[src/rtl/seg_scan_driver_pkg.sv]
// Shared constants for the multiplexed 7-segment scan driver.
// Segment patterns are active-high {g,f,e,d,c,b,a}; the board-facing outputs are inverted.
package seg_scan_driver_pkg;

  localparam logic [7:0] SEG_BLANK = 8'hFF;
  localparam logic [3:0] AN_BLANK  = 4'hF;
  localparam logic [6:0] SEG_OFF   = 7'h7F;

  localparam logic ST_BLANK = 1'b0;
  localparam logic ST_DRIVE = 1'b1;

  localparam logic [6:0] SEG7_MAP [16] = '{
    7'h3F, 7'h06, 7'h5B, 7'h4F, 7'h66, 7'h6D, 7'h7D, 7'h07,
    7'h7F, 7'h6F, 7'h77, 7'h7C, 7'h39, 7'h5E, 7'h79, 7'h71
  };

endpackage

[src/rtl/seg_scan_driver_seg7_decode.sv]
// Combinational hex digit to active-high 7-segment pattern {g..a}.
module seg7_decode
  import seg_scan_driver_pkg::*;
(
  input  logic [3:0] dig_i,
  output logic [6:0] seg_o
);

  assign seg_o = SEG7_MAP[dig_i];

endmodule

[src/rtl/seg_scan_driver.sv]
// 4-digit multiplexed 7-segment scanner with frame-aligned double buffering,
// per-slot dead-time and optional leading-zero blanking; all outputs registered.
module seg_scan_driver
  import seg_scan_driver_pkg::*;
#(
  parameter int SCAN_DIV  = 50000,
  parameter int BLANK_CYC = 500
) (
  input  logic        clk,
  input  logic        rst,
  input  logic        dispen,
  input  logic        upd,
  input  logic [15:0] digits,
  input  logic [3:0]  dp,
  input  logic        lzb,
  output logic [3:0]  an,
  output logic [7:0]  seg,
  output logic        frame
);

  localparam int CNT_W = (SCAN_DIV > 2) ? $clog2(SCAN_DIV) : 1;
  localparam logic [CNT_W-1:0] CNT_LAST   = CNT_W'(SCAN_DIV - 1);
  localparam logic [CNT_W-1:0] BLANK_LAST = CNT_W'(BLANK_CYC - 1);

  logic [CNT_W-1:0] cnt_q, cnt_d;
  logic [1:0]       idx_q, idx_d;
  logic             st_q, st_d;
  logic [15:0]      shd_dig_q, shd_dig_d;
  logic [3:0]       shd_dp_q, shd_dp_d;
  logic             pend_q, pend_d;
  logic [15:0]      act_dig_q, act_dig_d;
  logic [3:0]       act_dp_q, act_dp_d;
  logic [3:0]       an_q, an_d;
  logic [7:0]       seg_q, seg_d;
  logic             frame_q, frame_d;

  logic             slot_end;
  logic             wrap;
  logic [3:0]       cur_dig;
  logic [6:0]       dec_seg;
  logic [3:0]       lz_run;
  logic             lz_blank;

  assign slot_end = (cnt_q == CNT_LAST);
  assign wrap     = slot_end && (idx_q == 2'd3);
  assign cur_dig  = act_dig_q[idx_q*4 +: 4];

  seg7_decode u_dec (
    .dig_i (cur_dig),
    .seg_o (dec_seg)
  );

  // lz_run[i]: active digits i..3 are all zero
  always_comb begin
    lz_run    = '0;
    lz_run[3] = (act_dig_q[15:12] == 4'd0);
    for (int i = 2; i >= 0; i--) begin
      lz_run[i] = lz_run[i+1] && (act_dig_q[i*4 +: 4] == 4'd0);
    end
    lz_blank = lzb && (idx_q != 2'd0) && lz_run[idx_q];
  end

  always_comb begin
    cnt_d = slot_end ? '0 : cnt_q + 1'b1;
    idx_d = slot_end ? idx_q + 2'd1 : idx_q;

    st_d = st_q;
    if (slot_end) begin
      st_d = ST_BLANK;
    end else if (cnt_q == BLANK_LAST) begin
      st_d = ST_DRIVE;
    end

    shd_dig_d = shd_dig_q;
    shd_dp_d  = shd_dp_q;
    pend_d    = pend_q;
    act_dig_d = act_dig_q;
    act_dp_d  = act_dp_q;
    if (upd) begin
      shd_dig_d = digits;
      shd_dp_d  = dp;
      pend_d    = 1'b1;
    end
    // An update landing on the wrap cycle bypasses the shadow so it is not lost
    if (wrap) begin
      if (upd) begin
        act_dig_d = digits;
        act_dp_d  = dp;
        pend_d    = 1'b0;
      end else if (pend_q) begin
        act_dig_d = shd_dig_q;
        act_dp_d  = shd_dp_q;
        pend_d    = 1'b0;
      end
    end

    an_d  = AN_BLANK;
    seg_d = SEG_BLANK;
    if (dispen && (st_q == ST_DRIVE)) begin
      an_d  = ~(4'b0001 << idx_q);
      seg_d = {~act_dp_q[idx_q], lz_blank ? SEG_OFF : ~dec_seg};
    end

    frame_d = wrap;
  end

  always_ff @(posedge clk or negedge rst) begin
    if (!rst) begin
      cnt_q     <= '0;
      idx_q     <= 2'd0;
      st_q      <= ST_BLANK;
      shd_dig_q <= '0;
      shd_dp_q  <= '0;
      pend_q    <= 1'b0;
      act_dig_q <= '0;
      act_dp_q  <= '0;
      an_q      <= AN_BLANK;
      seg_q     <= SEG_BLANK;
      frame_q   <= 1'b0;
    end else begin
      cnt_q     <= cnt_d;
      idx_q     <= idx_d;
      st_q      <= st_d;
      shd_dig_q <= shd_dig_d;
      shd_dp_q  <= shd_dp_d;
      pend_q    <= pend_d;
      act_dig_q <= act_dig_d;
      act_dp_q  <= act_dp_d;
      an_q      <= an_d;
      seg_q     <= seg_d;
      frame_q   <= frame_d;
    end
  end

  assign an    = an_q;
  assign seg   = seg_q;
  assign frame = frame_q;

endmodule

[config.mk]
export PLATFORM = sky130hd
export DESIGN_NAME = seg_scan_driver
export DESIGN_NICKNAME = d
export VERILOG_FILES = /design/src/rtl/seg_scan_driver_pkg.sv /design/src/rtl/seg_scan_driver_seg7_decode.sv /design/src/rtl/seg_scan_driver.sv
export SDC_FILE = /design/constraint.sdc
export NUM_CORES = 1
export LEC_CHECK = 0
export ABC_AREA = 1
export ABC_CLOCK_PERIOD_IN_PS = 1940
export CORE_UTILIZATION = 43
export CTS_CLUSTER_SIZE = 30
export DETAILED_ROUTE_END_ITERATION = 7
export GPL_ROUTABILITY_DRIVEN = 1
export PLACE_DENSITY = 0.64
export RECOVER_POWER = 100
export SYNTH_ARGS = -nofsm -noshare
export SYNTH_HDL_FRONTEND = slang
export SYNTH_SLANG_ARGS = --single-unit
[constraint.sdc]
create_clock -name clk -period 1.94 [get_ports clk]
set_clock_uncertainty 0.05 [all_clocks]
set_input_delay 0.485 -clock clk [delete_from_list [all_inputs] [get_ports clk]]
set_output_delay 0.485 -clock clk [all_outputs]
set_load 0.005 [all_outputs]
# == Word level (Yosys, flattened, before mapping) ==
# Memory sizes are Yosys's and may differ from the RTL's.
# Index checks and enable logic that the tools add are counted.
# totals
regBits,73
mem_bits_ro,112
in_bits,25
out_inout_bits,13
elab_cells,60
n_memories,1
# mem_list
memory,depth,word_bits,read_ports,rd_ports_with_merged_regs,write_ports,line,text
(name not given),16,7,1,0,0,seg_scan_driver_seg7_decode.sv:9,assign seg_o = SEG7_MAP[dig_i];
# classes
addsub,2
n_lt_le_gt_ge,2
eq_ne,3
shifts,2
mux,20
bitwise,4
reduce_logical,15
# ops
op,count
$mux 16,3
$mux 7,3
$add 16x1->16 const B,1
$eq 16x16->1 const B,1
$eq 16x9->1 const B,1
$logic_not 4->1,4
$shiftx 16x5->4,1
$mux 4,3
$mux 1,8
$mux 8,1
$logic_and 1x1->1,7
$not 7->7,1
$reduce_bool 2->1,3
$ge 5x5->1 const B,1
$not 4->5,1
$bmux 1 s2,2
$not 4->4,1
$shl 1x2->4 const A,1
$lt 2x3->1 const B,1
$add 2x1->2 const B,1
$eq 2x2->1 const B,1
$reduce_and 2->1,1
$not 1->1,1

# == Logic depth before layout (Yosys ltp) ==
# depth
depth_word,9
mapped_depth,13
depth_no_buf,12

# == By module ==
# From an unflattened synthesis, not the netlist that was laid out.
# unflattened
hier_cells,473
hier_area_um2,3706.1
# by_module_without_submodules
module,instances,cells_each,area_each_um2,seq_area_each_um2
seg_scan_driver,1,421,3435.8,1841.8
seg7_decode,1,52,270.3,0.0

# == Worst setup path after synthesis ==
# No wires, ideal clock.
# synth_path
path_kind,reg2reg
startpoint,reg idx_q[0]
endpoint,reg seg_q[0] (netlist: seg[0])
setup_ps,99
arrival_time_ps,1595
required_ps,1791
setup_slack_ps,196
stages_incl_launch_ff,12
n_path_buf,1
period_less_slack_ps,1744
path_cell_list,dfrtp_1 -> inv_1 -> buf_2 -> nand2_1 -> nand2_1 -> nand2_1 -> nand2_1 -> inv_1 -> ha_1 -> or2_0 -> nand2_1 -> nand3_1
# synth_between
elab_chain_len,8
word_cells_on_any_way,13
classes_between,shift: 1; mux: 6; bitwise: 2; reduce/logical: 3; memory: 1
# synth_lines
element,line,text
"start, declared",seg_scan_driver.sv:26,"logic [1:0] idx_q, idx_d;"
"start signal, assigned",seg_scan_driver.sv:122,idx_q <= idx_d;
$shiftx 16x5->4,seg_scan_driver.sv:46,assign cur_dig = act_dig_q[idx_q*4 +: 4];
$not 4->5 (not written as such),seg_scan_driver_seg7_decode.sv:9,
$mem_v2 16x7,n/a,
$mux 7 (not written as such) (2 in series),seg_scan_driver_seg7_decode.sv:9,
$not 7->7,seg_scan_driver.sv:101,"seg_d = {~act_dp_q[idx_q], lz_blank ? SEG_OFF : ~dec_seg};"
$mux 7 *,seg_scan_driver.sv:101,
$mux 8 *,seg_scan_driver.sv:99,if (dispen && (st_q == ST_DRIVE)) begin
net seg_d[0],seg_scan_driver.sv:34,"logic [7:0] seg_q, seg_d;"
"end signal, assigned",seg_scan_driver.sv:130,seg_q <= seg_d;
"end, declared",seg_scan_driver.sv:34,
# Mark *: on every way through the listed nets, which the timed path passes. The rest lies on a longest branch. The select of a mux whose other input is x is not followed.
# A chain may end at the register's enable or synchronous reset.

# == Worst setup path after layout ==
# layout_path
startpoint,reg an_q[3] (netlist: an[3])
endpoint,out an[3]
# layout_rtl
element,line,text
"start, declared",seg_scan_driver.sv:33,"logic [3:0] an_q, an_d;"
"start signal, assigned",seg_scan_driver.sv:129,an_q <= an_d;
"end, declared",seg_scan_driver.sv:16,"output logic [3:0] an,"
# No word-level cell between the ends.

==> summary.txt <==
Floorplan
  • Initial Utilization: 45.1%
  • Die area: between 0.008 and 0.009 sq mm
  • Die width: between 90 and 100 um
  • Placement Rows: 32
  • Core footprint: 0.00785 sq mm
  • Die Ht: 92.7 um
  • I/O pins: 38

Placement
  • RD Place Congestion: a little under 0.9
  • Detailed Place HPWL: slightly above 5 mm
  • Port Buffers: 37
  • Dpl cells: about 580

Clocking
  • Clk sink count: 73
  • CTS tree: done
  • Clock root cell: clkbuf_8
  • TritonCTS Buffers: 9
  • Largest buffer count on any clock path: 2
  • Clock latency on the worst-skew pair: 330 ps
  • H-tree depth: 3
  • Clock transition at path regs: about 70 ps
  • Cts hold-fix bufs: 0

Timing
  • Final number of setup-violating endpoints: 0
  • Final worst path period need: between 1500 and 2000 ps
  • Final Cycle Share: 96.8%
  • Unrepaired setup endpoints after global routing: no
  • FMAX: ~530 MHz
  • Hold Vio Cnt, Final: 0
  • Slew Viols, Final: 0
  • Slew @ Worst Pin: between 900 and 1000 ps
  • Relative slew slack: 39.2%
  • Hold_ws: 206 ps

Setup path
  • Critical path buffers and inverters: 1
  • Reg2reg start: cnt_q[0]
  • Crit start category: register
  • Slowest CP cell: dfstp_2
  • CP Capture Type: primary output
  • CP Data Required Time: 1400 ps
  • Critical Path, Cell by Cell: clkdlybuf4s50_1
  • R2r setup slk: between 100 and 150 ps
  • Critical path class: reg2out
  • CP Launch Point: an[3]
  • CP Max Fanout: 1
  • CP top delay family: flip-flops
  • R2r worst-path depth: 8
  • CP peak stage delay: between 500 and 600 ps
  • Critical Path AT: between 1000 and 1500 ps
  • Critical R2R Capture: idx_q[1]

Drt
  • Drt wl/cell: between 10 and 15 um
  • DRC Markers: 0
  • Final ANT Viol Nets: 0
  • Initial DRT Pass Iterations: 4
  • Initial DRC Count: roughly 130
  • Vias/cell: approximately 4.7
  • Final wirelength: 7.11 mm
  • Vias after detailed routing: between 2000 and 3000

GRT
  • Vias in the first global route: about 2700
  • GRT Total Usage: between 15 and 20%
  • Initial antenna violation count: 0
  • First-pass GRT wire length: between 10 and 15 mm
  • Grt total ovfl: 0
  • Largest net degree at the start of global routing: 37

Cells and area
  • Layout overhead on the synthesized area: 19.6%
  • Post-Layout Cell Count: between 500 and 600
  • Antenna diodes: 0
  • Layout cell share with drive strength beyond 1: under 10%
  • Fin nets: about 530

Power
  • Leakage: roughly 2.1 nW
  • Power per cell area: just over 700 mW/mm^2
  • VDD IR max: about 0.31 mV

Yosys
  • Synth warn: 0
  • Synthesized flop and latch total: 73
  • Syn Inst Count: 444
  • Syn Nets: 480
  • Syn Area/Cell: roughly 8 sq um
  • Post-synth EDFFs: 0
  • Synthesized area: 0.00354 sq mm
  • Ys flop type: dfrtp_1
  • Post-synth ARST share: 100%
  • Post-synth cell types: 31
  • Sequential-to-total area share from yosys stat: around 52%

Flow run
  • Max cap viols: 0

Status
  • Outcome: finished clean

Hold path
  • Min-delay worst type: in2async
## final cells by class
class                   instances  area (sq um)
multi-input cells             321          1480
clock inverters                 3          40.0
inverters                      40           151
flip-flops and latches         73          1840
well taps                     102           128
repair buffers                 48           434
fillers                       773          3610
clock buffers                  12           155
## cell usage after synthesis, types with 2 or more instances
cell type / number / area share, %
buf_1: 2 / 0.21
a31oi_1: 2 / 0.35
buf_2: 2 / 0.28
ha_1: 11 / 3.9
nand3_1: 23 / 3.3
nand2_1: 199 / 21
buf_6: 4 / 1.3
dfstp_2: 12 / 8.9
clkbuf_1: 2 / 0.21
o21ai_0: 12 / 1.7
nor3_1: 4 / 0.57
nand4_1: 5 / 0.88
a21oi_1: 4 / 0.57
nor2_2: 2 / 0.35
nand2_2: 4 / 0.71
nand3b_1: 2 / 0.42
xor2_1: 5 / 1.2
inv_1: 38 / 4.0
dfrtp_1: 61 / 43
nor2_4: 2 / 0.64
nor2_1: 38 / 4.0
## metal layers
layer	vias to the layer above	part of all wire, %	wire (um)	global-route usage, %
li1	1463	-	-	-
met1	1276	49	3500	25.6
met2	48	46	3290	28.3
met3	6	3.6	256	3.94
met4	0	1.0	72	6.15
met5	-	0	0	0
## layout by cell type, fill, tap and decap left out, types with 2 or more instances in the layout
cell type        netlist  final
clkdlybuf4s50_1        0     33
nor2_1                38     38
nand3b_1               2      2
a21oi_1                4      4
xor2_1                 5      5
o21ai_0               12     12
buf_4                  1      7
nor2_4                 2      2
a31oi_1                2      2
clkbuf_1               2      4
clkbuf_8               0     11
nand4_1                5      5
nand3_1               23     24
nand2_2                4      4
ha_1                  11     10
dfrtp_1               61     61
clkinv_2               1      3
nor3_1                 4      4
nor3_4                 1      2
nand2_1              199    199
dlygate4sd3_1          0      2
nor2_2                 2      2
inv_1                 38     37
dfstp_2               12     12
## through the flow
stage / power, mW / cell area [sq um] / setup TNS, ps / worst slack (ps) / utilization, %
global placement: 1.84 / 4060 / -824 / -45.0 / 51.8
floorplan: 1.72 / 3540 / 0 / 196 / -
detailed placement: 1.85 / 4060 / -1770 / -116 / 51.8
global route: 3.14 / 4230 / 0 / 3.38 / 53.9
CTS: 3.03 / 4260 / 0 / 12.1 / 54.3
finish: 2.99 / 4230 / 0 / 62.8 / 53.9
## sequential cells by signal, summed over array words and instances (netlist names)
register / cells
seg: 8
act_dig_q: 16
shd_dig_q: 16
pend_q: 1
frame: 1
act_dp_q: 4
st_q: 1
idx_q: 2
shd_dp_q: 4
cnt_q: 16
an: 4
## repair_timing
item | in CTS | in global routing
resized for setup | 0 | 4
setup buffers | 0 | 0
endpoints found under the setup margin | 0 | 22
## worst max path at each step
stage	to	slack (ps)	cells after the start
floorplan	seg[0]	200	11
global placement	act_dig_q[12]	-40	5
detailed placement	act_dig_q[2]	-120	5
CTS	act_dig_q[2]	10	7
global route	act_dig_q[2]	3	7
finish	an[3]	60	1
## where the power goes
part	internal [mW]	switching [mW]	total, mW
Combinational	0.0873	0.120	0.208
Clock	0.654	0.530	1.18
Sequential	1.57	0.0224	1.60
Total	2.32	0.673	2.99
## kinds of logic (layout without fill, tap and decap cells)
| logic type | Yosys count | after routing | synth area share, % |
|---|---|---|---|
| simple gates | 285 | 286 | 33.6 |
| fa+ha+maj | 11 | 11 | 3.89 |
| xor+xnor | 5 | 5 | 1.24 |
| flops | 73 | 73 | 52.0 |
| buf+inv | 51 | 103 | 6.47 |
| compound gates | 19 | 19 | 2.79 |
Power figures use the tool's default switching activity.
